[src/rtl/joy_scan_pkg.sv]
// Shared definitions for the DB9 joystick scanner: scan states, pad-word
// bit positions and the length of the 74HC165 chain.
package joy_scan_pkg;

    typedef enum logic [1:0] {
        LOAD,
        SHIFT,
        DONE,
        GAPW
    } scan_state_t;

    localparam int unsigned JOY_RIGHT = 0;
    localparam int unsigned JOY_LEFT  = 1;
    localparam int unsigned JOY_DOWN  = 2;
    localparam int unsigned JOY_UP    = 3;
    localparam int unsigned JOY_B     = 4;
    localparam int unsigned JOY_C     = 5;
    localparam int unsigned JOY_A     = 6;
    localparam int unsigned JOY_START = 7;

    localparam int unsigned CHAIN = 16;

endpackage

[src/rtl/joy_debounce.sv]
// Debounces complete pad candidates: outputs change only after DEB identical
// candidates in a row, with a one-clock upd pulse on every change.
module joy_debounce #(
    parameter int unsigned DEB = 3,
    parameter int unsigned W   = 16
) (
    input  logic         clock,
    input  logic         reset,
    input  logic         valid,
    input  logic [W-1:0] cand,
    output logic [W-1:0] q,
    output logic         upd
);

    localparam int unsigned   CW    = $clog2(DEB + 1);
    localparam logic [CW-1:0] DEB_C = CW'(DEB);

    logic [W-1:0]  prev;
    logic [CW-1:0] cnt;
    logic [CW-1:0] cnt_nxt;

    always_comb begin
        if (cand != prev) begin
            cnt_nxt = CW'(1);
        end else if (cnt == DEB_C) begin
            cnt_nxt = cnt;
        end else begin
            cnt_nxt = cnt + 1'b1;
        end
    end

    always_ff @(posedge clock or negedge reset) begin
        if (!reset) begin
            prev <= '0;
            cnt  <= '0;
            q    <= '0;
            upd  <= 1'b0;
        end else begin
            upd <= 1'b0;
            if (valid) begin
                prev <= cand;
                cnt  <= cnt_nxt;
                if (cnt_nxt == DEB_C && cand != q) begin
                    q   <= cand;
                    upd <= 1'b1;
                end
            end
        end
    end

endmodule

[src/rtl/joy_scan.sv]
// Two-port DB9 joystick scanner over a 16-bit 74HC165 chain, with Mega
// Drive select multiplexing and debounced active-high pad words.
module joy_scan
    import joy_scan_pkg::*;
#(
    parameter int unsigned CKDIV = 8,
    parameter int unsigned GAP   = 15,
    parameter int unsigned DEB   = 3
) (
    input  logic       clock,
    input  logic       reset,
    output logic       joyCk,
    output logic       joyLd,
    output logic       joyS,
    input  logic       joyD,
    output logic [7:0] joy1,
    output logic [7:0] joy2,
    output logic       upd
);

    localparam int unsigned DW = $clog2(CKDIV);
    localparam int unsigned GW = (GAP > 1) ? $clog2(GAP) : 1;
    localparam int unsigned KW = $clog2(CHAIN);

    scan_state_t   st;
    logic [DW-1:0] div;
    logic [GW-1:0] gcnt;
    logic [KW-1:0] k;
    logic          h;
    logic          tick;
    logic          done_lo;
    logic [5:0]    s1, s2, hi1, hi2;
    logic [7:0]    c1, c2;
    logic [15:0]   q;

    // Outputs are registered for the tick interval that follows, so the
    // chain sees joyD sampled at the end of each even (joyCk=0) interval.
    always_comb begin
        tick    = (div == DW'(CKDIV - 1));
        done_lo = tick && (st == DONE) && !joyS;
        c1 = '0;
        c2 = '0;
        c1[JOY_C:JOY_RIGHT] = hi1;
        c2[JOY_C:JOY_RIGHT] = hi2;
        c1[JOY_A]     = s1[4];
        c1[JOY_START] = s1[5];
        c2[JOY_A]     = s2[4];
        c2[JOY_START] = s2[5];
        joy1 = q[15:8];
        joy2 = q[7:0];
    end

    always_ff @(posedge clock or negedge reset) begin
        if (!reset) begin
            st    <= LOAD;
            div   <= '0;
            gcnt  <= '0;
            k     <= '0;
            h     <= 1'b0;
            s1    <= '0;
            s2    <= '0;
            hi1   <= '0;
            hi2   <= '0;
            joyCk <= 1'b0;
            joyLd <= 1'b1;
            joyS  <= 1'b1;
        end else begin
            div <= tick ? '0 : div + 1'b1;
            if (tick) begin
                case (st)
                    LOAD: begin
                        joyLd <= 1'b0;
                        joyCk <= 1'b0;
                        k     <= '0;
                        h     <= 1'b0;
                        st    <= SHIFT;
                    end
                    SHIFT: begin
                        joyLd <= 1'b1;
                        if (!h) begin
                            joyCk <= 1'b0;
                            h     <= 1'b1;
                        end else begin
                            // Chain bits 6,7,14,15 carry nothing useful.
                            if (k[2:0] < 3'd6) begin
                                if (k[3]) s2[k[2:0]] <= ~joyD;
                                else      s1[k[2:0]] <= ~joyD;
                            end
                            joyCk <= 1'b1;
                            h     <= 1'b0;
                            if (k == KW'(CHAIN - 1)) st <= DONE;
                            else                     k  <= k + 1'b1;
                        end
                    end
                    DONE: begin
                        joyCk <= 1'b0;
                        joyS  <= ~joyS;
                        if (joyS) begin
                            hi1 <= s1;
                            hi2 <= s2;
                        end
                        gcnt <= '0;
                        st   <= (GAP == 0) ? LOAD : GAPW;
                    end
                    GAPW: begin
                        if (gcnt == GW'(GAP - 1)) st <= LOAD;
                        else                      gcnt <= gcnt + 1'b1;
                    end
                    default: st <= LOAD;
                endcase
            end
        end
    end

    joy_debounce #(
        .DEB(DEB),
        .W  (16)
    ) u_deb (
        .clock(clock),
        .reset(reset),
        .valid(done_lo),
        .cand ({c1, c2}),
        .q    (q),
        .upd  (upd)
    );

endmodule

[config.mk]
export PLATFORM = sky130hd
export DESIGN_NAME = joy_scan
export DESIGN_NICKNAME = d
export VERILOG_FILES = /design/src/rtl/joy_scan_pkg.sv /design/src/rtl/joy_debounce.sv /design/src/rtl/joy_scan.sv
export SDC_FILE = /design/constraint.sdc
export NUM_CORES = 1
export LEC_CHECK = 0
export BUFFER_PORTS_ARGS = -buffer_cell sky130_fd_sc_hd__buf_2
export CAP_MARGIN = 20
export CELL_PAD_IN_SITES_DETAIL_PLACEMENT = 0
export CELL_PAD_IN_SITES_GLOBAL_PLACEMENT = 1
export CORE_MARGIN = 5
export CORE_UTILIZATION = 39
export CTS_BUF_LIST = sky130_fd_sc_hd__clkbuf_16
export CTS_CLUSTER_DIAMETER = 100
export DETAILED_ROUTE_END_ITERATION = 12
export HOLD_SLACK_MARGIN = 0.15
export PLACE_DENSITY_LB_ADDON = 0.2
export SETUP_SLACK_MARGIN = 0.1
export SYNTH_ARGS = -nofsm -noshare
export SYNTH_HDL_FRONTEND = slang
export SYNTH_SLANG_ARGS = --single-unit
[constraint.sdc]
create_clock -name clock -period 2.2 [get_ports clock]
set_clock_uncertainty 0.05 [all_clocks]
set_input_delay 0.11 -clock clock [delete_from_list [all_inputs] [get_ports clock]]
set_output_delay 0.11 -clock clock [all_outputs]
set_load 0.05 [all_outputs]
==> impl_metrics.env <==
export IMPL_status="completed"
export IMPL_cts_sinks=76
export IMPL_synth_most_common_cell="dfrtp_1"
export IMPL_n_fill_cell=848
export IMPL_rsz0062_at_grt="yes"
export IMPL_fp_row_count=35
export IMPL_synth_edf_count=0
export IMPL_holdCritPathClass="in2async"
export IMPL_drv_slew=0
export IMPL_setup_viol=0
export IMPL_via_count=2508
export IMPL_die_area_um2=11400
export IMPL_critPathArrivalTime_ns=2.27
export IMPL_gp_congestion=0.771
export IMPL_rr_startpoint="u_deb.prev[9]$_DFFE_PN0P_"
export IMPL_p_leak_nw=2.23
export IMPL_grt_ovfl_total=0
export IMPL_grt_pass1_vias=2530
export IMPL_synth_top_cells_by_area="dfrtp_1 51%, nand2_1 6.8%, xnor2_1 3.8%"
export IMPL_dr_pass1_iters=4
export IMPL_antenna_found_initial=0
export IMPL_cts_buffers=9
export IMPL_clock_path_buffers=2
export IMPL_min_period_ns=2.11
export IMPL_cts_htree_levels=3
export IMPL_synthTopCellsByCount="74 x dfrtp_1, 66 x nand2_1, 26 x o21ai_0, 17 x inv_1"
export IMPL_cp_start_kind="flop"
export IMPL_synthArstFlopShare_pct=100
export IMPL_criticalPathCategory="reg2reg"
export IMPL_ys_ff_latch=76
export IMPL_power_mw=3.10
export IMPL_worstReg2RegEnd="u_deb.q[4]$_DFFE_PN0P_"
export IMPL_synth_top_area_cell="dfrtp_1"
export IMPL_wl_per_cell_um=15.9
export IMPL_avgSynthCellArea_um2=10.9
export IMPL_path_clk_slew_ns=0.06
export IMPL_grt_pass1_wl_um=13100
export IMPL_start_util_pct=39.7
export IMPL_core_area_um2=9200
export IMPL_finalCritPeriodShare_pct=95.8
export IMPL_die_x_um=107
export IMPL_die_y_um=107
export IMPL_nets=395
export IMPL_synth_distinct_cells=40
export IMPL_n_antenna_cell=0
export IMPL_syn_cell_area_um2=3650
export IMPL_grt_use_total_pct=14.7
export IMPL_startpoint="u_deb.prev[9]$_DFFE_PN0P_"
export IMPL_setup_tns_final_ns=0
export IMPL_cts_root_buf="clkbuf_16"
export IMPL_insertion_delay_ns=0.33
export IMPL_cts_tree="built"
export IMPL_hold_viol_final=0
export IMPL_cp_data_required_time_ns=2.36
export IMPL_area_growth_pct=23.0
export IMPL_hold_slack_ns=0.291
export IMPL_viasPerCell=5.05
export IMPL_io_pins=23
export IMPL_endpoint="u_deb.q[4]$_DFFE_PN0P_"
export IMPL_ir_worst_vdd_mv=0.395
export IMPL_drc=0
export IMPL_postSynthCellCount=336
export IMPL_ant_nets=0
export IMPL_yosys_warnings=0
export IMPL_yosysSeqAreaShare_pct=52.2
export IMPL_synth_ff_type="dfrtp_1"
export IMPL_syn_nets=349
export IMPL_io_buffers=22
export IMPL_cp_max_fo=6
export IMPL_max_slew_margin_rel_pct=58.9
export IMPL_drive_gt1_share_pct=26.7
export IMPL_drt_iter0_drc=88
export IMPL_r2r_cells=6
export IMPL_end_kind="flop"
export IMPL_maxCapViolations=0
export IMPL_rrSetupSlack_ns=0.09
export IMPL_worst_pin_slew_ns=0.616
export IMPL_grt_max_degree=47
export IMPL_powerDensity_nw_per_um2=691
export IMPL_hpwlAfterDp_um=5360
export IMPL_routed_wl_um=7890
export IMPL_synth_top_cell_area_share_pct=50.8
export IMPL_fmax_mhz=474
## area by class of cell
type / instances / area [um2] / share of cell area, %
Multi-Input combinational cell: 228 / 1700 / 37.8
Clock inverter: 6 / 105 / 2.34
Inverter: 17 / 63.8 / 1.42
Clock buffer: 9 / 225 / 5.02
Sequential cell: 76 / 1910 / 42.5
Tap cell: 111 / 139 / 3.09
Timing Repair Buffer: 50 / 352 / 7.83
## timing repair
action / in CTS / in global routing
hold buffers: 2 / 0
pin swaps: 3 / 4
setup endpoints to repair: 13 / 22
hold endpoints to repair: 57 / 0
gates resized for setup: 6 / 10
setup buffers: 2 / 3
cloned: 1 / 0
## cell usage in the layout, fill, tap and decap left out, types with 3 or more instances in the layout
| cell type | Yosys | final |
|---|---|---|
| a22o_1 | 6 | 6 |
| nand2_1 | 66 | 65 |
| mux2_2 | 6 | 5 |
| nor3_1 | 5 | 3 |
| a21oi_1 | 7 | 7 |
| bufinv_16 | 0 | 3 |
| xnor2_1 | 16 | 16 |
| nor2_1 | 5 | 5 |
| nand4_1 | 7 | 7 |
| ha_1 | 10 | 7 |
| o31ai_1 | 7 | 7 |
| dfrtp_1 | 74 | 72 |
| buf_4 | 0 | 23 |
| clkbuf_16 | 0 | 9 |
| mux2_4 | 9 | 13 |
| nand3_1 | 5 | 5 |
| o21ai_0 | 26 | 25 |
| buf_2 | 1 | 21 |
| buf_6 | 0 | 3 |
| xor2_1 | 16 | 15 |
| mux2i_1 | 8 | 8 |
| inv_1 | 17 | 17 |
## power breakdown
group          total, mW  internal (mW)  leakage (nW)  switching [mW]
Clock               1.65           1.09         0.160           0.556
Combinational     0.0483         0.0114          1.09          0.0369
Sequential          1.40           1.40         0.981         0.00222
## logic make-up (layout without fill, tap and decap cells)
kind of cell	after synthesis	in the layout	synth area share (%)
compound gates	55	55	9.60
simple gates	103	103	14.0
fa+ha+maj	10	10	3.43
buf+inv	32	82	3.77
mux	28	28	9.29
flops	76	76	52.2
xor+xnor	32	32	7.68
## worst min-delay path by stage
stage,cells past startpoint,endpoint,slack [ns],from
6_report,2,u_deb.q[8]$_DFFE_PN0P_,0.29,reset
2_1_floorplan,0,div[0]$_DFF_PN0_,-0.24,reset
5_1_grt,2,u_deb.upd$_DFF_PN0_,0.35,reset
3_3_place_gp,1,u_deb.q[8]$_DFFE_PN0P_,0.12,reset
4_1_cts,2,u_deb.q[8]$_DFFE_PN0P_,0.31,reset
3_5_place_dp,1,u_deb.q[8]$_DFFE_PN0P_,0.12,reset
## per-layer routing
metal  GRT usage (%)  vias up  share of wire, %
met5               0        -                 0
met4            4.20        0               1.0
met3            3.55        7               3.0
met2            23.0       40                47
met1            20.4     1222                49
li1                -     1239                 -
## worst max-delay path, stage by stage, from the launching register on
cell and delay, ns:
dfrtp_1 0.41, xor2_2 0.20, nor4_4 0.32, nand4_2 0.18, nor3_4 0.31, buf_6 0.19
mux2_2 0.33
## metrics by stage
step | setup WS [ns] | cells | cell area (um2) | utilization (%)
after floorplan | 0.0785 | 336 | 3700 | -
after global placement | 0.0706 | 474 | 4030 | 43.8
after detailed placement | 0.0379 | 474 | 4030 | 43.8
after CTS | 0.0954 | 494 | 4420 | 48.1
after global routing | 0.0188 | 497 | 4490 | 48.8
final | 0.0922 | 497 | 4490 | 48.8
## state kept, by name, indices dropped and copies added, names as in the netlist, 3 cells and up
name	count
u_deb.prev	16
u_deb.q	16
hi1	6
hi2	6
s1	6
s2	6
gcnt	4
k	4
div	3
No activity file was read; power rests on OpenSTA's default activity.
